$ cat config.mk
export PLATFORM = sky130hd
export DESIGN_NAME = serial_parity_rx_flat
export DESIGN_NICKNAME = d
export VERILOG_FILES = /design/src/rtl/serial_parity_rx_if.sv /design/src/rtl/serial_parity_rx.sv /design/src/flat_wrapper.sv
export SDC_FILE = /design/constraint.sdc
export NUM_CORES = 1
export LEC_CHECK = 0
export BUFFER_PORTS_ARGS = -buffer_cell sky130_fd_sc_hd__clkbuf_2
export CAP_MARGIN = 20
export CORE_ASPECT_RATIO = 1.75
export CORE_MARGIN = 10
export CORE_UTILIZATION = 30
export DETAILED_ROUTE_END_ITERATION = 16
export GPL_TIMING_DRIVEN = 0
export HOLD_SLACK_MARGIN = 0.12
export PLACE_DENSITY = 0.57
export SYNTH_ARGS = -nofsm -noshare
export SYNTH_HDL_FRONTEND = slang
export SYNTH_SLANG_ARGS = --single-unit
$ cat constraint.sdc
create_clock -name clk_i -period 2 [get_ports clk_i]
set_input_delay 0.1 -clock clk_i [delete_from_list [all_inputs] [get_ports clk_i]]
set_output_delay 0.1 -clock clk_i [all_outputs]
set_load 0.1 [all_outputs]
$ cat src/rtl/serial_parity_rx_if.sv
// Bit-strobe input and valid/ready word output of the serial parity receiver.
// The receiver uses the slave modport; the bit source and word consumer use master.
interface serial_parity_rx_if #(
    parameter int width_p = 8
);
    logic               bit_v_i;
    logic               bit_i;
    logic               ready_i;
    logic [width_p-1:0] data_o;
    logic               v_o;
    logic               parity_err_o;
    logic               frame_err_o;
    logic               overrun_o;
    logic               busy_o;

    modport slave (
        input  bit_v_i,
        input  bit_i,
        input  ready_i,
        output data_o,
        output v_o,
        output parity_err_o,
        output frame_err_o,
        output overrun_o,
        output busy_o
    );

    modport master (
        output bit_v_i,
        output bit_i,
        output ready_i,
        input  data_o,
        input  v_o,
        input  parity_err_o,
        input  frame_err_o,
        input  overrun_o,
        input  busy_o
    );
endinterface

$ cat src/rtl/serial_parity_rx.sv
// Strobe-qualified serial frame receiver: start, width_p data bits LSB first,
// parity, stop. Words are held in a one-deep valid/ready slot; full-slot arrivals are dropped.
module serial_parity_rx #(
    parameter int width_p = 8,
    parameter int odd_p   = 0
) (
    input  logic                  clk_i,
    input  logic                  reset_i,
    serial_parity_rx_if.slave     bus
);

    localparam int          cnt_w_c = (width_p > 1) ? $clog2(width_p) : 1;
    localparam logic [cnt_w_c-1:0] last_c = cnt_w_c'(width_p - 1);
    localparam logic        odd_c  = (odd_p != 0);

    typedef enum logic [1:0] {
        IDLE   = 2'd0,
        DATA   = 2'd1,
        PARITY = 2'd2,
        STOP   = 2'd3
    } state_t;

    function automatic logic parity_of(input logic [width_p-1:0] word);
        return ^word;
    endfunction

    state_t               state_r;
    state_t               state_s;
    logic [cnt_w_c-1:0]   count_r;
    logic [cnt_w_c-1:0]   count_s;
    logic [width_p-1:0]   shift_r;
    logic [width_p-1:0]   shift_s;
    logic                 perr_r;
    logic                 perr_s;
    logic                 deliver_s;
    logic                 ferr_s;
    logic                 load_s;
    logic                 pop_s;

    logic [width_p-1:0]   data_r;
    logic                 v_r;
    logic                 parity_err_r;
    logic                 frame_err_r;
    logic                 overrun_r;
    logic                 busy_r;

    // Frame state machine: every transition is gated by the bit strobe.
    always_comb begin
        state_s   = state_r;
        count_s   = count_r;
        shift_s   = shift_r;
        perr_s    = perr_r;
        deliver_s = 1'b0;
        ferr_s    = 1'b0;
        if (bus.bit_v_i) begin
            case (state_r)
                IDLE: begin
                    if (!bus.bit_i) begin
                        state_s = DATA;
                        count_s = '0;
                    end else begin
                        state_s = IDLE;
                    end
                end
                DATA: begin
                    shift_s[count_r] = bus.bit_i;
                    if (count_r == last_c) begin
                        state_s = PARITY;
                    end else begin
                        count_s = count_r + cnt_w_c'(1);
                    end
                end
                PARITY: begin
                    // Error when data^parity disagrees with the configured sense.
                    perr_s  = parity_of(shift_r) ^ bus.bit_i ^ odd_c;
                    state_s = STOP;
                end
                STOP: begin
                    deliver_s = 1'b1;
                    ferr_s    = ~bus.bit_i;
                    state_s   = IDLE;
                end
                default: begin
                    state_s = IDLE;
                end
            endcase
        end else begin
            state_s = state_r;
        end
    end

    // A finished frame may enter the slot if it is empty or being emptied this cycle.
    always_comb begin
        pop_s  = v_r & bus.ready_i;
        load_s = deliver_s & (~v_r | bus.ready_i);
    end

    // Frame state, bit counter, shift register and captured parity result.
    always_ff @(posedge clk_i or posedge reset_i) begin
        if (reset_i) begin
            state_r <= IDLE;
            count_r <= '0;
            shift_r <= '0;
            perr_r  <= 1'b0;
            busy_r  <= 1'b0;
        end else begin
            state_r <= state_s;
            count_r <= count_s;
            shift_r <= shift_s;
            perr_r  <= perr_s;
            busy_r  <= (state_s != IDLE);
        end
    end

    // Output slot: load on delivery, clear on pop, pulse overrun on a dropped frame.
    always_ff @(posedge clk_i or posedge reset_i) begin
        if (reset_i) begin
            data_r       <= '0;
            v_r          <= 1'b0;
            parity_err_r <= 1'b0;
            frame_err_r  <= 1'b0;
            overrun_r    <= 1'b0;
        end else begin
            overrun_r <= deliver_s & ~load_s;
            if (load_s) begin
                data_r       <= shift_r;
                parity_err_r <= perr_r;
                frame_err_r  <= ferr_s;
                v_r          <= 1'b1;
            end else if (pop_s) begin
                v_r <= 1'b0;
            end else begin
                v_r <= v_r;
            end
        end
    end

    assign bus.data_o       = data_r;
    assign bus.v_o          = v_r;
    assign bus.parity_err_o = parity_err_r;
    assign bus.frame_err_o  = frame_err_r;
    assign bus.overrun_o    = overrun_r;
    assign bus.busy_o       = busy_r;

endmodule

$ cat src/flat_wrapper.sv
// flat-port wrapper written by rule: the top's interface ports become plain ports
module serial_parity_rx_flat 
#(
    parameter int width_p = 8,
    parameter int odd_p   = 0
)
  (clk_i, reset_i, bus_bit_v_i, bus_bit_i, bus_ready_i, bus_data_o, bus_v_o, bus_parity_err_o, bus_frame_err_o, bus_overrun_o, bus_busy_o);
  serial_parity_rx_if #(.width_p(width_p)) bus_i ();
  input  logic clk_i;
  input  logic reset_i;
  input wire logic [$bits(bus_i.bit_v_i)-1:0] bus_bit_v_i;
  input wire logic [$bits(bus_i.bit_i)-1:0] bus_bit_i;
  input wire logic [$bits(bus_i.ready_i)-1:0] bus_ready_i;
  output wire logic [$bits(bus_i.data_o)-1:0] bus_data_o;
  output wire logic [$bits(bus_i.v_o)-1:0] bus_v_o;
  output wire logic [$bits(bus_i.parity_err_o)-1:0] bus_parity_err_o;
  output wire logic [$bits(bus_i.frame_err_o)-1:0] bus_frame_err_o;
  output wire logic [$bits(bus_i.overrun_o)-1:0] bus_overrun_o;
  output wire logic [$bits(bus_i.busy_o)-1:0] bus_busy_o;
  assign bus_i.bit_v_i = bus_bit_v_i;
  assign bus_i.bit_i = bus_bit_i;
  assign bus_i.ready_i = bus_ready_i;
  assign bus_data_o = bus_i.data_o;
  assign bus_v_o = bus_i.v_o;
  assign bus_parity_err_o = bus_i.parity_err_o;
  assign bus_frame_err_o = bus_i.frame_err_o;
  assign bus_overrun_o = bus_i.overrun_o;
  assign bus_busy_o = bus_i.busy_o;
  serial_parity_rx #(.width_p(width_p), .odd_p(odd_p)) u_core (.clk_i(clk_i), .reset_i(reset_i), .bus(bus_i));
endmodule
==> results.cfg <==
[grt]
first_global_vias = 937
antenna_found_initial = 0
grt_use_total = 0.0746
gr-total-overflow = 0
grt_max_degree = 28
grt_pass1_wl_um = 4300

[clock_network]
clk_pin_slew_ns = 0.09
tritoncts = done
clk_path_buf_depth = 2
cts_made_buffers = 3
cts_htree_levels = 1
clk_latency_ns = 0.27
cts.root.buffer_cell = clkbuf_8
post-cts-setup-buffer-count = 0
post_cts_resized = 0
hold_buffers = 3
cts_sinks = 27

[critical_path]
cp_slowest_cell = dfrtp_1
reg2reg_depth = 6
max_stage_delay_ns = 0.41
path_max_fanout = 6
timing.rr.start = u_core.count_r[1]
arrival_ns = 1.81
reg2reg_slack_ns = 0.41
start_kind = register
crit_chain = ha_1 -> ha_1 -> nand2_1 -> o2111ai_1 -> or3_1 -> nand2_1
worstSetupStartpoint = u_core.count_r[1]
worstReg2RegEnd = u_core.count_r[0]
endpoint = u_core.count_r[0]
path_class = register to register
worstSetupEndpointType = register
critical_path_required_ns = 2.21

[routing]
post_drt_wl_per_cell_um = 13.2
vias_per_cell = 4.73
ant_nets = 0
drt-total-wl_um = 2330
drc = 0
vias = 838
dr.pass1.iters = 4
drt_iter0_drc = 17

[pwr]
p_per_area_nw_per_um2 = 1640
p_sw_frac = 0.466
combPwrFrac = 0.516
clockPowerShare = 0.126
ir_drop_uv = 477
switchingPower_mw = 1.13
p_int_mw = 1.29
p_leak_nw = 0.711
pwr-share-seq = 0.358

[timing]
min_period_over_period = 0.797
rsz0062_at_grt = false
tightest_slew_ns = 0.584
maxSlewViolCount = 0
min_period_ns = 1.59
hold_viol_final = 0
final-setup-viol-count = 0
finalSetupTns_ns = 0
fin_skew_ns = 0.00259
fin_ws_ns = 0.407
fmax_ghz = 0.628
max_slew_margin = 0.611
hold_slack_ns = 0.194

[logic_synthesis]
ys_seq_area_frac = 0.545
syn_inst = 106
syn_area_sq_um = 1240
ys_ff_latch = 27
syn_area_per_cell_sq_um = 11.7
yosysWarnings = 0
yosysUniqueCellTypes = 28
synth_nets = 113

[run_status]
status = finished clean

[placement]
place.gp.congestion = 0.723
dpl.hpwl_um = 1810
portBuffers = 15
dp_slack_ns = 0.412
place_area_sq_um = 1370

[cells_and_area]
final_cell_area_sq_um = 1480
layout_common_cells = 27 x dfrtp_1, 15 x mux2_2, 15 x nand2_1, 15 x clkbuf_2, 8 x o21ai_0
final_util = 0.375
layout-drive-gt1-share = 0.318
nFillCells = 413
final_common_cell = dfrtp_1
antenna_cells = 0
syn_to_final_growth_pct = 19.2
nets = 137

[min_path]
hold_path.class = input port to register

[floorplanning]
initial_core_util = 0.314
die_h_um = 105
die_x_um = 68.6
num_io_pins = 18
fp.coreArea_sq_um = 3940
rows = 30
design.die.area_sq_um = 7200

[run]
max_cap_viol_count = 0
worst min path at each step:
stage	startpoint	end	slack, ns	cells past startpoint
floorplan	reset_i	u_core.bus.busy_o	0.15	1
global placement	bus_bit_i	u_core.bus.frame_err_o	0.32	2
detailed placement	bus_bit_i	u_core.bus.frame_err_o	0.33	2
CTS	bus_bit_v_i	u_core.perr_r	0.19	3
global route	bus_bit_v_i	u_core.state_r[1]	0.23	3
finish	bus_bit_v_i	u_core.perr_r	0.19	3
synth_stat cells, drive strengths merged:
cell type	number	area share
a21oi	1	0.0040
and2b	1	0.0061
buf	4	0.025
clkbuf	1	0.0030
dfrtp	27	0.55
ha	2	0.020
inv	4	0.012
mux2	15	0.14
nand2	15	0.045
nand2b	2	0.010
nand3	3	0.012
nand3b	1	0.0061
nor2	2	0.0061
nor2b	1	0.0071
nor3	2	0.0081
nor4	4	0.020
o2111ai	1	0.0071
o21ai	9	0.036
o31ai	2	0.012
or2	1	0.0051
or3	1	0.0051
xnor2	4	0.034
xnor3	1	0.018
xor2	2	0.014
through the flow:
stage          instances  power, mW
6_report             177       2.42
5_1_grt              177       2.61
4_1_cts              176       2.45
3_5_place_dp         169       2.14
3_3_place_gp         169       2.11
2_1_floorplan        106       1.91
cell type report:
cell class	count	area, sq um	area share
plain buffers	5	35.0	0.0237
clock buffers	4	45.0	0.0305
inverters	4	15.0	0.0102
multi-input cells	70	513	0.347
flip-flops and latches	27	676	0.458
well taps	48	60.1	0.0407
repair buffers	19	133	0.0898
worst max-delay path, delay by kind of cell, from the launching register on:
kind,cells,cell delay (ns)
compound gates,1,0.21
flops,1,0.41
simple gates,3,0.51
fa+ha+maj,2,0.40
kinds of logic (layout without fill, tap and decap cells):
kind of cell             after synthesis  after routing  synth area share
AO/OA/AOI/OAI                         13             13            0.0596
buffers and inverters                  9             32            0.0404
flip-flops                            27             27             0.545
XOR/XNOR                               7              7            0.0667
adder cells (fa/ha/maj)                2              2            0.0202
AND/OR/NAND/NOR                       33             33             0.131
multiplexers                          15             15             0.136
power by group through the flow:
stage	registers, mW	clock network [mW]	logic [mW]
detailed placement	0.884	0	1.26
global placement	0.873	0	1.24
CTS	0.871	0.314	1.27
floorplan	1.33	0	0.579
global route	0.898	0.344	1.37
finish	0.867	0.304	1.25
state kept, by name (all words and copies together), names as in the netlist:
signal	flops
u_core.bus.overrun_o	1
u_core.count_r	3
u_core.bus.frame_err_o	1
u_core.bus.parity_err_o	1
u_core.bus.data_o	8
u_core.bus.busy_o	1
u_core.perr_r	1
u_core.state_r	2
u_core.bus.v_o	1
u_core.shift_r	8
per-layer routing:
layer,vias to the layer above,wire length (um),GRT usage
li1,406,-,-
met4,0,79,0.0376
met2,10,1360,0.131
met3,7,87,0.0171
met1,415,808,0.0769
met5,-,0,0
Note: power is estimated with default switching activity, not from simulation.
